--- src/rtl/ex_mem_skid_reg.sv ---
// rtl/ex_mem_skid_reg.sv - EX/MEM two-entry skid buffer with PCSrc decision.
// Optional stall counter enabled by defining EXMEM_STALL_CNT_EN.
module ex_mem_skid_reg #(
  parameter int DATA_W = 32,
  parameter int REG_W  = 5,
  parameter int CTRL_W = 5
) (
  input  logic              clk,
  input  logic              rst_n,
  input  logic              flush,
  input  logic              in_valid,
  output logic              in_ready,
  input  logic [DATA_W-1:0] ex_branch_tgt,
  input  logic [DATA_W-1:0] ex_alu_result,
  input  logic              ex_zero,
  input  logic [DATA_W-1:0] ex_wdata,
  input  logic [REG_W-1:0]  ex_wreg,
  input  logic [CTRL_W-1:0] ex_ctrl,
  output logic              out_valid,
  input  logic              out_ready,
  output logic [DATA_W-1:0] mem_branch_tgt,
  output logic [DATA_W-1:0] mem_alu_result,
  output logic              mem_zero,
  output logic [DATA_W-1:0] mem_wdata,
  output logic [REG_W-1:0]  mem_wreg,
  output logic [CTRL_W-1:0] mem_ctrl,
  output logic              mem_pcsrc
`ifdef EXMEM_STALL_CNT_EN
  ,
  output logic [31:0]       stall_cnt
`endif
);

  localparam int P_W = 3 * DATA_W + 1 + REG_W + CTRL_W;

  logic           main_valid;
  logic           skid_valid;
  logic [P_W-1:0] main_data;
  logic [P_W-1:0] skid_data;
  logic [P_W-1:0] in_data;
  logic           accept;
  logic           drain;

  assign in_data = {ex_branch_tgt, ex_alu_result, ex_zero, ex_wdata, ex_wreg, ex_ctrl};
  assign in_ready = ~skid_valid;
  assign accept   = in_valid & ~skid_valid;
  assign drain    = main_valid & out_ready;

  always_ff @(posedge clk or negedge rst_n) begin
    if (!rst_n) begin
      main_valid <= 1'b0;
      skid_valid <= 1'b0;
      main_data  <= '0;
      skid_data  <= '0;
    end else if (flush) begin
      main_valid <= 1'b0;
      skid_valid <= 1'b0;
    end else if (skid_valid) begin
      // in_ready is low here, so the only possible move is skid -> main
      if (drain) begin
        main_data  <= skid_data;
        skid_valid <= 1'b0;
      end
    end else if (!main_valid || drain) begin
      main_valid <= accept;
      if (accept) main_data <= in_data;
    end else if (accept) begin
      skid_data  <= in_data;
      skid_valid <= 1'b1;
    end
  end

  assign out_valid = main_valid;
  assign {mem_branch_tgt, mem_alu_result, mem_zero, mem_wdata, mem_wreg, mem_ctrl} = main_data;
  assign mem_pcsrc = main_valid & mem_ctrl[2] & mem_zero;

`ifdef EXMEM_STALL_CNT_EN
  always_ff @(posedge clk or negedge rst_n) begin
    if (!rst_n) begin
      stall_cnt <= 32'd0;
    end else if (main_valid && !out_ready && stall_cnt != 32'hFFFF_FFFF) begin
      stall_cnt <= stall_cnt + 32'd1;
    end
  end
`endif

endmodule

--- config.mk ---
export PLATFORM = sky130hd
export DESIGN_NAME = ex_mem_skid_reg
export DESIGN_NICKNAME = d
export VERILOG_FILES = /design/src/rtl/ex_mem_skid_reg.sv
export SDC_FILE = /design/constraint.sdc
export NUM_CORES = 1
export LEC_CHECK = 0
export BUFFER_PORTS_ARGS = -buffer_cell sky130_fd_sc_hd__buf_2
export CAP_MARGIN = 20
export CORE_MARGIN = 2
export CORE_UTILIZATION = 48
export DETAILED_ROUTE_END_ITERATION = 8
export HOLD_SLACK_MARGIN = 0.08
export PLACE_DENSITY = 0.76
export SETUP_SLACK_MARGIN = 0.1
export SKIP_CTS_REPAIR_TIMING = 1
export SLEW_MARGIN = 10
export SYNTH_ARGS = -nofsm -noshare
export SYNTH_HDL_FRONTEND = slang
export SYNTH_SLANG_ARGS = --single-unit
--- constraint.sdc ---
create_clock -name clk -period 1.8 [get_ports clk]
set_input_delay 0 -clock clk [delete_from_list [all_inputs] [get_ports clk]]
set_output_delay 0 -clock clk [all_outputs]
set_load 0.005 [all_outputs]
# Word-level counts from Yosys, hierarchy flattened
# Index checks and enable logic that the tools add are counted.
# Widths: inputs -> output; s select.
# totals
latch_bits	0
memories	0
romBits	0
ff_bits	216
in_bits	112
mem_bits_rw	0
# classes
eq_ne	2
order_cmp	0
mul	0
reduce_logical	8
div	0
n_addsub	0
bitwise	7
n_shift	0
n_mux	12
# ops
cell	count
$mux 107	4
$mux 1	8
$reduce_and 4->1	2
$reduce_bool 2->1	3
$and 1x1->1	4
$not 1->1	3
$ne 2x1->1 const B	1
$ne 2x2->1 const B	1
$reduce_and 2->1	1
$logic_not 1->1	1
$logic_or 1x1->1	1

# Logic depth before layout (Yosys ltp)
# Gate-level depths: netlist of the first run.
# logic_depth
depth_word	6
ltp_mapped	6
depth_no_buf	3

# Worst setup path before layout of the first run
# OpenSTA, ideal clock, no wires.
# synth_timing
path_kind	register to register
startpoint	register skid_valid
endpoint	register skid_data[100]
path_slack_ns	0.024
t_arrival_ns	1.651
required_ns	1.675
stages_incl_launch_ff	7
setup_time_ns	0.125
path_cell_list	dfrtp_1 -> nand2b_1 -> nor4b_1 -> buf_2 -> buf_4 -> buf_4 -> mux2_2
# synth_between
elab_chain_len	3
# synth_rtl
element	line_no	text
from (decl)	37	logic skid_valid;
from (signal assigned)	52	skid_valid <= 1'b0;
from (signal assigned)	57	skid_valid <= 1'b0;
from (signal assigned)	62	skid_valid <= 1'b0;
$not 1->1 (no source line) *	--	
$and 1x1->1	46	assign accept = in_valid & ~skid_valid;
$reduce_and 4->1 (no source line) *	--	
to (signal assigned)	68	skid_data <= in_data;
to (decl)	39	logic [P_W-1:0] skid_data;
# Every way passes the cells marked *; elsewhere a longest branch is shown, timed or not.
# A chain may end at the register's enable or synchronous reset.

# Worst setup path after layout of the first run
# layout_timing
startpoint	register skid_valid
endpoint	register main_data[10]
# layout_between
elab_chain_len	4
elab_cells_between_ends	7
classes_between	1 x eq/ne; 1 x mux; 2 x bitwise; 3 x reduce/logical
# layout_rtl
element	line_no	text
$not 1->1 (no source line)	--	
$and 1x1->1	46	
$reduce_bool 2->1 (no source line)	--	
$reduce_and 4->1 (no source line)	--	
to (signal assigned)	61	main_data <= skid_data;
to (signal assigned)	66	if (accept) main_data <= in_data;
to (decl)	38	logic [P_W-1:0] main_data;
# Several ways; a longest one is shown, not always the timed one.

==> flow_summary_export.csv, run 1 <==
group,metric,value,unit
flow_run,maxCapViolCount,0,
timing,finalWorstSetupSlack,-0.0146,ns
synth,yosys_warnings,0,
floorplan,initial_utilization,49.3,%
clock_network,numCtsBuffers,24,
outcome,outcome,"complete, but fails checks",
final_layout,num_antenna_cells,0,
timing,rsz0062_at_grt,"yes",
timing,fin_skew,0.0163,ns
synth,avgSynthCellArea,15.9,sq um
timing,slew_viol_final,0,
power_and_ir_drop,peakVddDrop,0.000780,V
global_routing,grt_overflow,0,
synth,synth_cells,583,
setup_path,critPathLaunchType,"flip-flop",
timing,worst_slew_pin_slew,0.583,ns
clock_network,htree_levels,1,
place,placed_cell_area,10900,sq um
clock_network,cts.clk_slew.worst_paths,0.06,ns
floorplan,boundaryPins,222,
synth,synth_commonest_cells,"300 x mux2_2, 216 x dfrtp_1, 21 x mux2_1",
final_layout,design_area,13700,sq um
power_and_ir_drop,p_per_area,1110,nW/um^2
final_layout,nets,1063,
timing,slew-limit-headroom,61.1,%
place,io_buffers,221,
setup_path,crit_fanout,9,
place,gp_congestion,0.771,
synth,syn-num-nets,695,
synth,synth-seq-cells,216,
floorplan,fp-row-count,50,
final_layout,drive_gt1_share,63.3,%
outcome,violations,"setup timing",
global_routing,grt_pass1_wl,32200,um
detailed_routing,via_per_inst,5.14,
detailed_routing,first_iter_violations,230,
global_routing,antenna_found_initial,0,
detailed_routing,dr.pass1.iters,4,
clock_network,clk_path_buf_depth,3,
synth,synth_edf_count,0,
setup_path,cp-end-kind,"flip-flop",
global_routing,grt.met2_usage,35.1,%
timing,fin_crit,1.81,ns
synth,async_flop_share,100,%
floorplan,die_y,143,um
floorplan,coreArea,18800,sq um
timing,finalSetupViolations,17,
timing,finalSetupTns,-0.124,ns
timing,fmax,0.551,GHz
synth,synth_cell_types,16,
global_routing,use_met1,24.5,%
detailed_routing,wl_per_cell,20.4,um
global_routing,use_met3,3.79,%
min_path,hold_path.class,"in -> async",
setup_path,required,2.18,ns
global_routing,grt_max_degree,87,
synth,netlist.area_leader.share,58.2,%
detailed_routing,postRouteAntennaNets,0,
floorplan,dieArea,20500,sq um
detailed_routing,post-route-drc-count,0,
place,place_hpwl,14100,um
clock_network,cts_tree,"yes",
global_routing,grt.busiest_layer,"met2",
power_and_ir_drop,p_leak,6.37,nW
setup_path,crit_path_cell_trace,"nand2b_4 > a221oi_4 > buf_8 > clkbuf_16 > mux2_2",
clock_network,cts_num_sinks,216,
clock_network,root_buffer,"clkbuf_16",
synth,syn_area,9280,sq um
detailed_routing,drt-total-wl,25100,um
final_layout,syn2layout_area_growth,47.9,%
timing,hold_viol,0,
synth,ys_seq_area_share,58.2,%
global_routing,track_usage,19.6,%
timing,min_period_over_period,101,%
floorplan,die-width,143,um
synth,synth.area.top_cells,"dfrtp_1 58%, mux2_2 36%, mux2_1 2.5%",
global_routing,grt_pass1_vias,6389,
detailed_routing,vias,6307,
setup_path,cpMaxStageDelayCell,"dfrtp_4",
setup_path,cp.arrival,2.19,ns
synth,synth_top_area_cell,"dfrtp_1",
synth,yosysMostFrequentCell,"mux2_2",
setup_path,crit_type,"reg -> reg",
synth,synth_ff_type,"dfrtp_1",
clock_network,insertion_delay,0.50,ns
setup_path,cp_slowest_stage_delay,0.47,ns
## flip-flops by register name, summed over array words and instances (netlist names)
name,flops
out_valid,1
main_data,107
skid_data,107
skid_valid,1
## metal layers
layer,vias up,part of all wire (%),wire length (um)
li1,2842,-,-
met1,3224,42,10500
met2,198,52,13000
met3,43,4.4,1100
met4,0,1.9,483
met5,-,0,0
## layout by cell type, fill, tap and decap left out, drive strengths merged
cell         synthesis  layout
mux2               321     321
a211oi               1       1
nand2                1       1
a221oi               1       1
nand2b               1       1
clkinvlp             0       1
buf                 23     255
clkinv               0       3
and3                 1       1
bufinv               0       1
nor4b                1       1
dfrtp              216     216
o21ai                1       1
clkbuf              12      48
dlygate4sd3          0     111
a21oi                2       2
inv                  2       2
## power by group
group	switching (mW)	internal [mW]	total (mW)
combinational	1.23	2.33	3.56
clock	1.89	2.88	4.77
sequential	0.740	6.11	6.85
## final timing paths
check                      slack [ns]  depth (start not counted)        endpoint              start
max                             -0.01                          5   main_data[10]         skid_valid
min                              0.09                          2   skid_data[52]              rst_n
max reg2reg                     -0.01                          5   main_data[10]         skid_valid
min reg2reg                      0.48                          1   skid_data[84]      skid_data[84]
max in group asynchronous        0.99                          3   main_data[18]              rst_n
min in group clk                 0.28                          3  skid_data[105]  ex_branch_tgt[30]
## final cells by class
cell class                 instances  area [sq um]
sequential                       216          5410
fill                            1153          5100
inverter                           2          7.51
clock buffer                      37           721
timing repair buffer             377          3000
clock inverter                     5          52.6
tap                              260           325
multi-input combinational        330          4210
## kinds of logic (layout without fill, tap and decap cells)
family,count (synthesis),after routing,synth area share (%)
simple gates,4,4,0.270
compound gates,5,5,0.404
mux,321,321,38.9
flops,216,216,58.2
buf+inv,37,421,2.14
## stage by stage
stage          setup WS [ns]  instances  hold slack [ns]  power [mW]  utilization (%)
6_report             -0.0146       1227           0.0864        15.2             72.9
5_1_grt              -0.0595       1227            0.125        15.8             72.9
4_1_cts               -0.154       1101           -0.476        14.3             62.2
3_5_place_dp          -0.129       1059           0.0538        9.56             58.1
3_3_place_gp         -0.0636       1059           0.0415        9.33             58.1
2_1_floorplan         0.0638        583           -0.296        8.21                -
## worst max-delay path: cells and delay by family (launching register included)
kind | cells | cell delay, ns
AO/OA/AOI/OAI | 1 | 0.31
buffers and inverters | 2 | 0.42
multiplexers | 1 | 0.33
AND/OR/NAND/NOR | 1 | 0.17
flip-flops | 1 | 0.47
(Power assumes the default switching activity.)
==> inputs of run 2 (changes only) <==
--- a/config.mk
+++ b/config.mk
@@ -11,7 +11,7 @@
 export CORE_UTILIZATION = 48
 export DETAILED_ROUTE_END_ITERATION = 8
 export HOLD_SLACK_MARGIN = 0.08
-export PLACE_DENSITY = 0.76
+export PLACE_DENSITY = 0.87
 export SETUP_SLACK_MARGIN = 0.1
 export SKIP_CTS_REPAIR_TIMING = 1
 export SLEW_MARGIN = 10
==> run 2 against run 1 <==
  * The run ends with hold timing, setup timing left
  * Non-clock buffer count fell by 13
  * Critical path type unchanged
  * Critical endpoint is now main_data[71]
  * Largest cell class unchanged
  * Clock-buffer cell count fell by 4
  * First-iteration DRC count fell by 24%
  * Clock skew grew 0.0015 ns
==> flow_summary_export.csv, run 2 (synthesis results as in run 1) <==
group,metric,value,unit
final_layout,syn2layout_area_growth,45.9,%
timing,finalWorstSetupSlack,-0.0504,ns
final_layout,final_cell_mix,"220 x buf_2, 214 x dfrtp_1, 164 x mux2_2",
timing,hold_slack,-0.247,ns
outcome,violations,"hold timing, setup timing",
final_layout,final_cell_count_no_fill,1213,
floorplan,boundaryPins,222,
detailed_routing,via_per_inst,5.19,
detailed_routing,postRouteAntennaNets,0,
setup_path,crit_fanout,11,
place,gp_congestion,0.765,
timing,fin_skew,0.0179,ns
global_routing,grt_pass1_vias,6130,
place,place_hpwl,13200,um
final_layout,nets,1049,
floorplan,die_y,143,um
place,dp_cells,1056,
power_and_ir_drop,peakVddDrop,0.00101,V
final_layout,top_regs,"main_data x107, skid_data x107",
clock_network,cts_tree,"yes",
place,placed_cell_area,11000,sq um
clock_network,clk_path_buf_depth,3,
detailed_routing,dr.pass1.iters,4,
power_and_ir_drop,switching_share,25.4,%
timing,worst_slew_pin_slew,0.502,ns
power_and_ir_drop,seqPwrFrac,45.4,%
floorplan,fp-row-count,50,
floorplan,dieArea,20500,sq um
timing,min_period_over_period,103,%
clock_network,root_buffer,"clkbuf_16",
power_and_ir_drop,comb_power_share,23.7,%
timing,rsz0062_at_grt,"yes",
global_routing,track_usage,18.7,%
final_layout,design_area,13500,sq um
setup_path,crit_type,"reg -> reg",
clock_network,insertion_delay,0.51,ns
power_and_ir_drop,switchingPower,3.83,mW
clock_network,numCtsBuffers,23,
clock_network,cts.clk_slew.worst_paths,0.06,ns
clock_network,cts_num_sinks,216,
power_and_ir_drop,p_int,11.2,mW
global_routing,grt_max_degree,61,
outcome,outcome,"complete, but fails checks",
timing,slew_viol_final,0,
place,io_buffers,221,
detailed_routing,vias,6295,
global_routing,grt_overflow,0,
power_and_ir_drop,clkPwrFrac,30.9,%
global_routing,grt_pass1_wl,30900,um
floorplan,initial_utilization,49.3,%
timing,slew-limit-headroom,66.6,%
floorplan,coreArea,18800,sq um
setup_path,cp-end-kind,"flip-flop",
timing,fmax,0.540,GHz
setup_path,required,2.17,ns
detailed_routing,post-route-drc-count,0,
detailed_routing,drt-total-wl,24400,um
clock_network,htree_levels,1,
min_path,hold_path.class,"in -> reg",
timing,hold_viol,2,
detailed_routing,first_iter_violations,175,
global_routing,antenna_found_initial,0,
setup_path,critPathLaunchType,"flip-flop",
final_layout,mostFrequentLayoutCell,"buf_2",
power_and_ir_drop,p_leak,6.30,nW
timing,finalSetupViolations,98,
setup_path,cp.arrival,2.22,ns
floorplan,die-width,143,um
detailed_routing,wl_per_cell,20.1,um
final_layout,drive_gt1_share,63.8,%
timing,fin_crit,1.85,ns
power_and_ir_drop,p_per_area,1110,nW/um^2
final_layout,fill_cells,1139,
flow_run,maxCapViolCount,0,
run 2: changes by cell type in the layout (fill, tap and decap cells not counted):
cell	before	now
mux2_2	173	164
inv_6	0	1
nand2_1	0	1
buf_8	7	2
mux2_4	132	148
nand2_2	1	0
buf_6	9	5
buf_12	14	16
diode_2	0	2
mux2_1	16	9
clkbuf_1	7	3
clkbuf_8	6	8
dlygate4sd3_1	111	110
clkbuf_16	35	28
run 2: final timing paths:
check,startpoint,endpoint,slack (ns),cells after the start
min in group asynchronous,rst_n,main_data[88],0.04,2
max in group asynchronous,rst_n,main_data[15],1.06,3
min,ex_alu_result[17],skid_data[60],-0.25,2
max,skid_valid,main_data[71],-0.05,5
max reg2reg,skid_valid,main_data[71],-0.05,5
min reg2reg,skid_data[85],skid_data[85],0.50,1
run 2: layout make-up:
cell class,count,area [sq um],area share (%)
Tap cell,260,325,2.40
Sequential cell,216,5410,39.9
Clock inverter,6,61.3,0.453
Inverter,2,7.51,0.0554
Multi-Input combinational cell,330,4270,31.5
Antenna cell,2,5.00,0.0370
Clock buffer,33,683,5.04
Timing Repair Buffer,364,2790,20.6
run 2: layer usage:
| layer | up-vias | GRT usage (%) | routed length [um] |
|---|---|---|---|
| met5 | - | 0 | 0 |
| met4 | 0 | 5.94 | 680 |
| met3 | 51 | 4.69 | 1200 |
| met2 | 173 | 32.3 | 12700 |
| met1 | 3257 | 23.0 | 9790 |
| li1 | 2814 | - | - |
run 2: per-stage QoR:
step / util [%] / setup TNS, ns / power, mW / worst slack, ns
detailed placement: 58.2 / -6.44 / 9.52 / -0.0981
CTS: 62.2 / -9.23 / 14.2 / -0.127
floorplan: - / 0 / 8.21 / 0.0638
global route: 71.9 / -7.95 / 15.7 / -0.0921
finish: 71.9 / -1.41 / 15.1 / -0.0504
global placement: 58.2 / 0 / 9.33 / 0.00406
run 2: critical path, stage by stage, from the launching register on:
cell	delay, ns
dfrtp_4	0.47
nand2b_4	0.17
a221oi_4	0.32
buf_6	0.20
buf_6	0.18
mux2_1	0.37
run 2: power by group through the flow:
stage	logic, mW	clock network, mW	registers, mW
5_1_grt	3.83	4.94	6.97
3_3_place_gp	2.60	0	6.74
3_5_place_dp	2.71	0	6.81
6_report	3.58	4.66	6.84
4_1_cts	2.73	4.72	6.74
2_1_floorplan	1.50	0	6.71
==> inputs of run 3 (changes only) <==
--- a/config.mk
+++ b/config.mk
@@ -8,10 +8,11 @@
 export BUFFER_PORTS_ARGS = -buffer_cell sky130_fd_sc_hd__buf_2
 export CAP_MARGIN = 20
 export CORE_MARGIN = 2
-export CORE_UTILIZATION = 48
+export CORE_UTILIZATION = 50
+export CTS_BUF_LIST = sky130_fd_sc_hd__clkbuf_2
 export DETAILED_ROUTE_END_ITERATION = 8
 export HOLD_SLACK_MARGIN = 0.08
-export PLACE_DENSITY = 0.87
+export PLACE_DENSITY = 0.89
 export SETUP_SLACK_MARGIN = 0.1
 export SKIP_CTS_REPAIR_TIMING = 1
 export SLEW_MARGIN = 10
==> run 3 against run 2 <==
  * The flow still finishes with violations (hold timing, setup timing)
  * Flip-flop and latch count stayed put
  * Final cell count up 13%
  * Via count increased by 14%
  * Hold slack worse by 0.29 ns
  * Combinational power up 3%
  * Critical path depth grew 1
  * Die area decreased by 3.9%
  * Sequential share of layout area decreased by 2.5 points
  * Sequential power barely moved
  * Largest cell class unchanged
  * Largest power group unchanged
==> flow_summary_export.csv, run 3 (synthesis results as in run 1) <==
group,metric,value,unit
detailed_routing,first_iter_violations,200,
power_and_ir_drop,switching_share,29.1,%
flow_run,maxCapViolCount,0,
detailed_routing,wl_per_cell,20.4,um
clock_network,htree_levels,2,
final_layout,top_regs,"main_data x107, skid_data x107",
setup_path,cpMaxStageDelayCell,"dfrtp_4",
place,place_hpwl,13300,um
timing,finalWorstSetupSlack,-0.0593,ns
detailed_routing,post-route-drc-count,0,
timing,hold_slack,-0.534,ns
floorplan,boundaryPins,222,
timing,hold_viol,2,
final_layout,nets,1216,
timing,fmax,0.538,GHz
place,dp_cells,1028,
timing,finalSetupTns,-0.263,ns
global_routing,use_met3,5.95,%
timing,slew-limit-headroom,64.2,%
final_layout,syn2layout_area_growth,55.7,%
clock_network,cts.clk_slew.worst_paths,0.10,ns
clock_network,cts_num_sinks,216,
power_and_ir_drop,p_leak,6.75,nW
final_layout,final_cell_count_no_fill,1366,
floorplan,dieArea,19700,sq um
clock_network,root_buffer,"clkbuf_2",
global_routing,antenna_found_initial,1,
timing,finalSetupViolations,17,
timing,worst_slew_pin_slew,0.538,ns
outcome,violations,"hold timing, setup timing",
clock_network,insertion_delay,0.81,ns
power_and_ir_drop,peakVddDrop,0.000691,V
setup_path,r2r_slack,-0.06,ns
timing,fin_skew,0.0653,ns
detailed_routing,drt-total-wl,27800,um
timing,fin_crit,1.86,ns
floorplan,initial_utilization,51.3,%
global_routing,use_met1,23.3,%
global_routing,grt_pass1_wl,31800,um
floorplan,coreArea,18100,sq um
setup_path,crit_path_cell_trace,"nand2b_4 > a221oi_4 > buf_4 > buf_12 > clkbuf_16 > mux2_1",
timing,slew_viol_final,0,
outcome,outcome,"complete, but fails checks",
place,io_buffers,221,
floorplan,die_y,140,um
detailed_routing,via_per_inst,5.27,
min_path,hold_path.class,"in -> reg",
power_and_ir_drop,clkPwrFrac,24.1,%
detailed_routing,vias,7199,
power_and_ir_drop,switchingPower,4.04,mW
global_routing,grt_max_degree,64,
setup_path,cp-end-kind,"flip-flop",
clock_network,cts_tree,"yes",
detailed_routing,postRouteAntennaNets,0,
floorplan,die-width,140,um
power_and_ir_drop,p_int,9.85,mW
setup_path,cp_slowest_stage_delay,0.49,ns
min_path,whs_path_depth,2,
setup_path,crit_type,"reg -> reg",
power_and_ir_drop,p_per_area,962,nW/um^2
final_layout,drive_gt1_share,58.6,%
timing,min_period_over_period,103,%
clock_network,clk_path_buf_depth,3,
global_routing,track_usage,19.9,%
setup_path,r2r_cells,6,
power_and_ir_drop,comb_power_share,26.6,%
setup_path,critPathLaunchType,"flip-flop",
global_routing,grt.met2_usage,34.5,%
power_and_ir_drop,seqPwrFrac,49.2,%
setup_path,crit_fanout,7,
global_routing,grt_overflow,0,
clock_network,numCtsBuffers,54,
floorplan,fp-row-count,49,
global_routing,grt_pass1_vias,6538,
setup_path,required,2.45,ns
global_routing,grt.busiest_layer,"met2",
place,gp_congestion,0.791,
timing,rsz0062_at_grt,"yes",
setup_path,cp.arrival,2.51,ns
final_layout,final_cell_mix,"225 x mux2_2, 225 x dlygate4sd3_1, 219 x buf_2",
detailed_routing,dr.pass1.iters,5,
==> run 3: cell count changes in the layout (fill, tap and decap cells not counted), moves of 4 or more <==
cell,previous run,this run
mux2_1,9,15
clkbuf_2,0,73
mux2_4,148,81
clkinv_1,0,10
clkbuf_8,8,1
buf_6,5,9
buf_4,5,15
dlygate4sd3_1,110,225
mux2_2,164,225
clkbuf_16,28,13
==> run 3: worst max-delay path, delay by kind of cell (launching register included) <==
family	cells	cell delay (ns)
and+or+nand+nor	1	0.17
AOI/OAI and AO/OA	1	0.25
muxes	1	0.36
buffers and inverters	3	0.49
DFF	1	0.49
==> run 3: area by class of cell <==
| class | count | area (sq um) |
|---|---|---|
| clock inverters | 14 | 108 |
| fillers | 943 | 3630 |
| flip-flops and latches | 216 | 5410 |
| inverters | 2 | 7.51 |
| multi-input cells | 330 | 4020 |
| diodes | 2 | 5.00 |
| repair buffers | 500 | 4250 |
| clock buffers | 73 | 365 |
| well taps | 229 | 287 |
==> run 3: per-stage QoR <==
stage / cell area (sq um) / power, mW / utilization (%) / worst slack, ns
after detailed placement: 10900 / 9.53 / 60.2 / -0.0432
after global routing: 14400 / 14.6 / 79.9 / -0.0993
after floorplan: 9320 / 8.21 / - / 0.0638
final: 14500 / 13.9 / 79.9 / -0.0593
after CTS: 11400 / 12.8 / 62.8 / -0.114
after global placement: 10900 / 9.32 / 60.2 / -0.0106
==> run 3: worst paths after layout <==
check / endpoint / from
setup / recovery: main_data[71] / skid_valid
hold / removal: skid_data[68] / ex_alu_result[25]
setup reg to reg: main_data[71] / skid_valid
hold reg to reg: skid_data[81] / skid_data[81]
max in group asynchronous: main_data[94] / rst_n
min in group asynchronous: main_data[82] / rst_n
==> run 3: routing by layer <==
metal	vias up	share of wire, %
met2	253	53
met4	0	3.0
li1	3171	-
met3	73	4.7
met5	-	0
met1	3702	39
==> run 3: power groups by stage <==
stage | clock network, mW | registers [mW] | logic, mW
3_3_place_gp | 0 | 6.71 | 2.61
6_report | 3.35 | 6.84 | 3.70
3_5_place_dp | 0 | 6.80 | 2.73
2_1_floorplan | 0 | 6.71 | 1.50
4_1_cts | 3.39 | 6.71 | 2.73
5_1_grt | 3.68 | 6.95 | 3.95
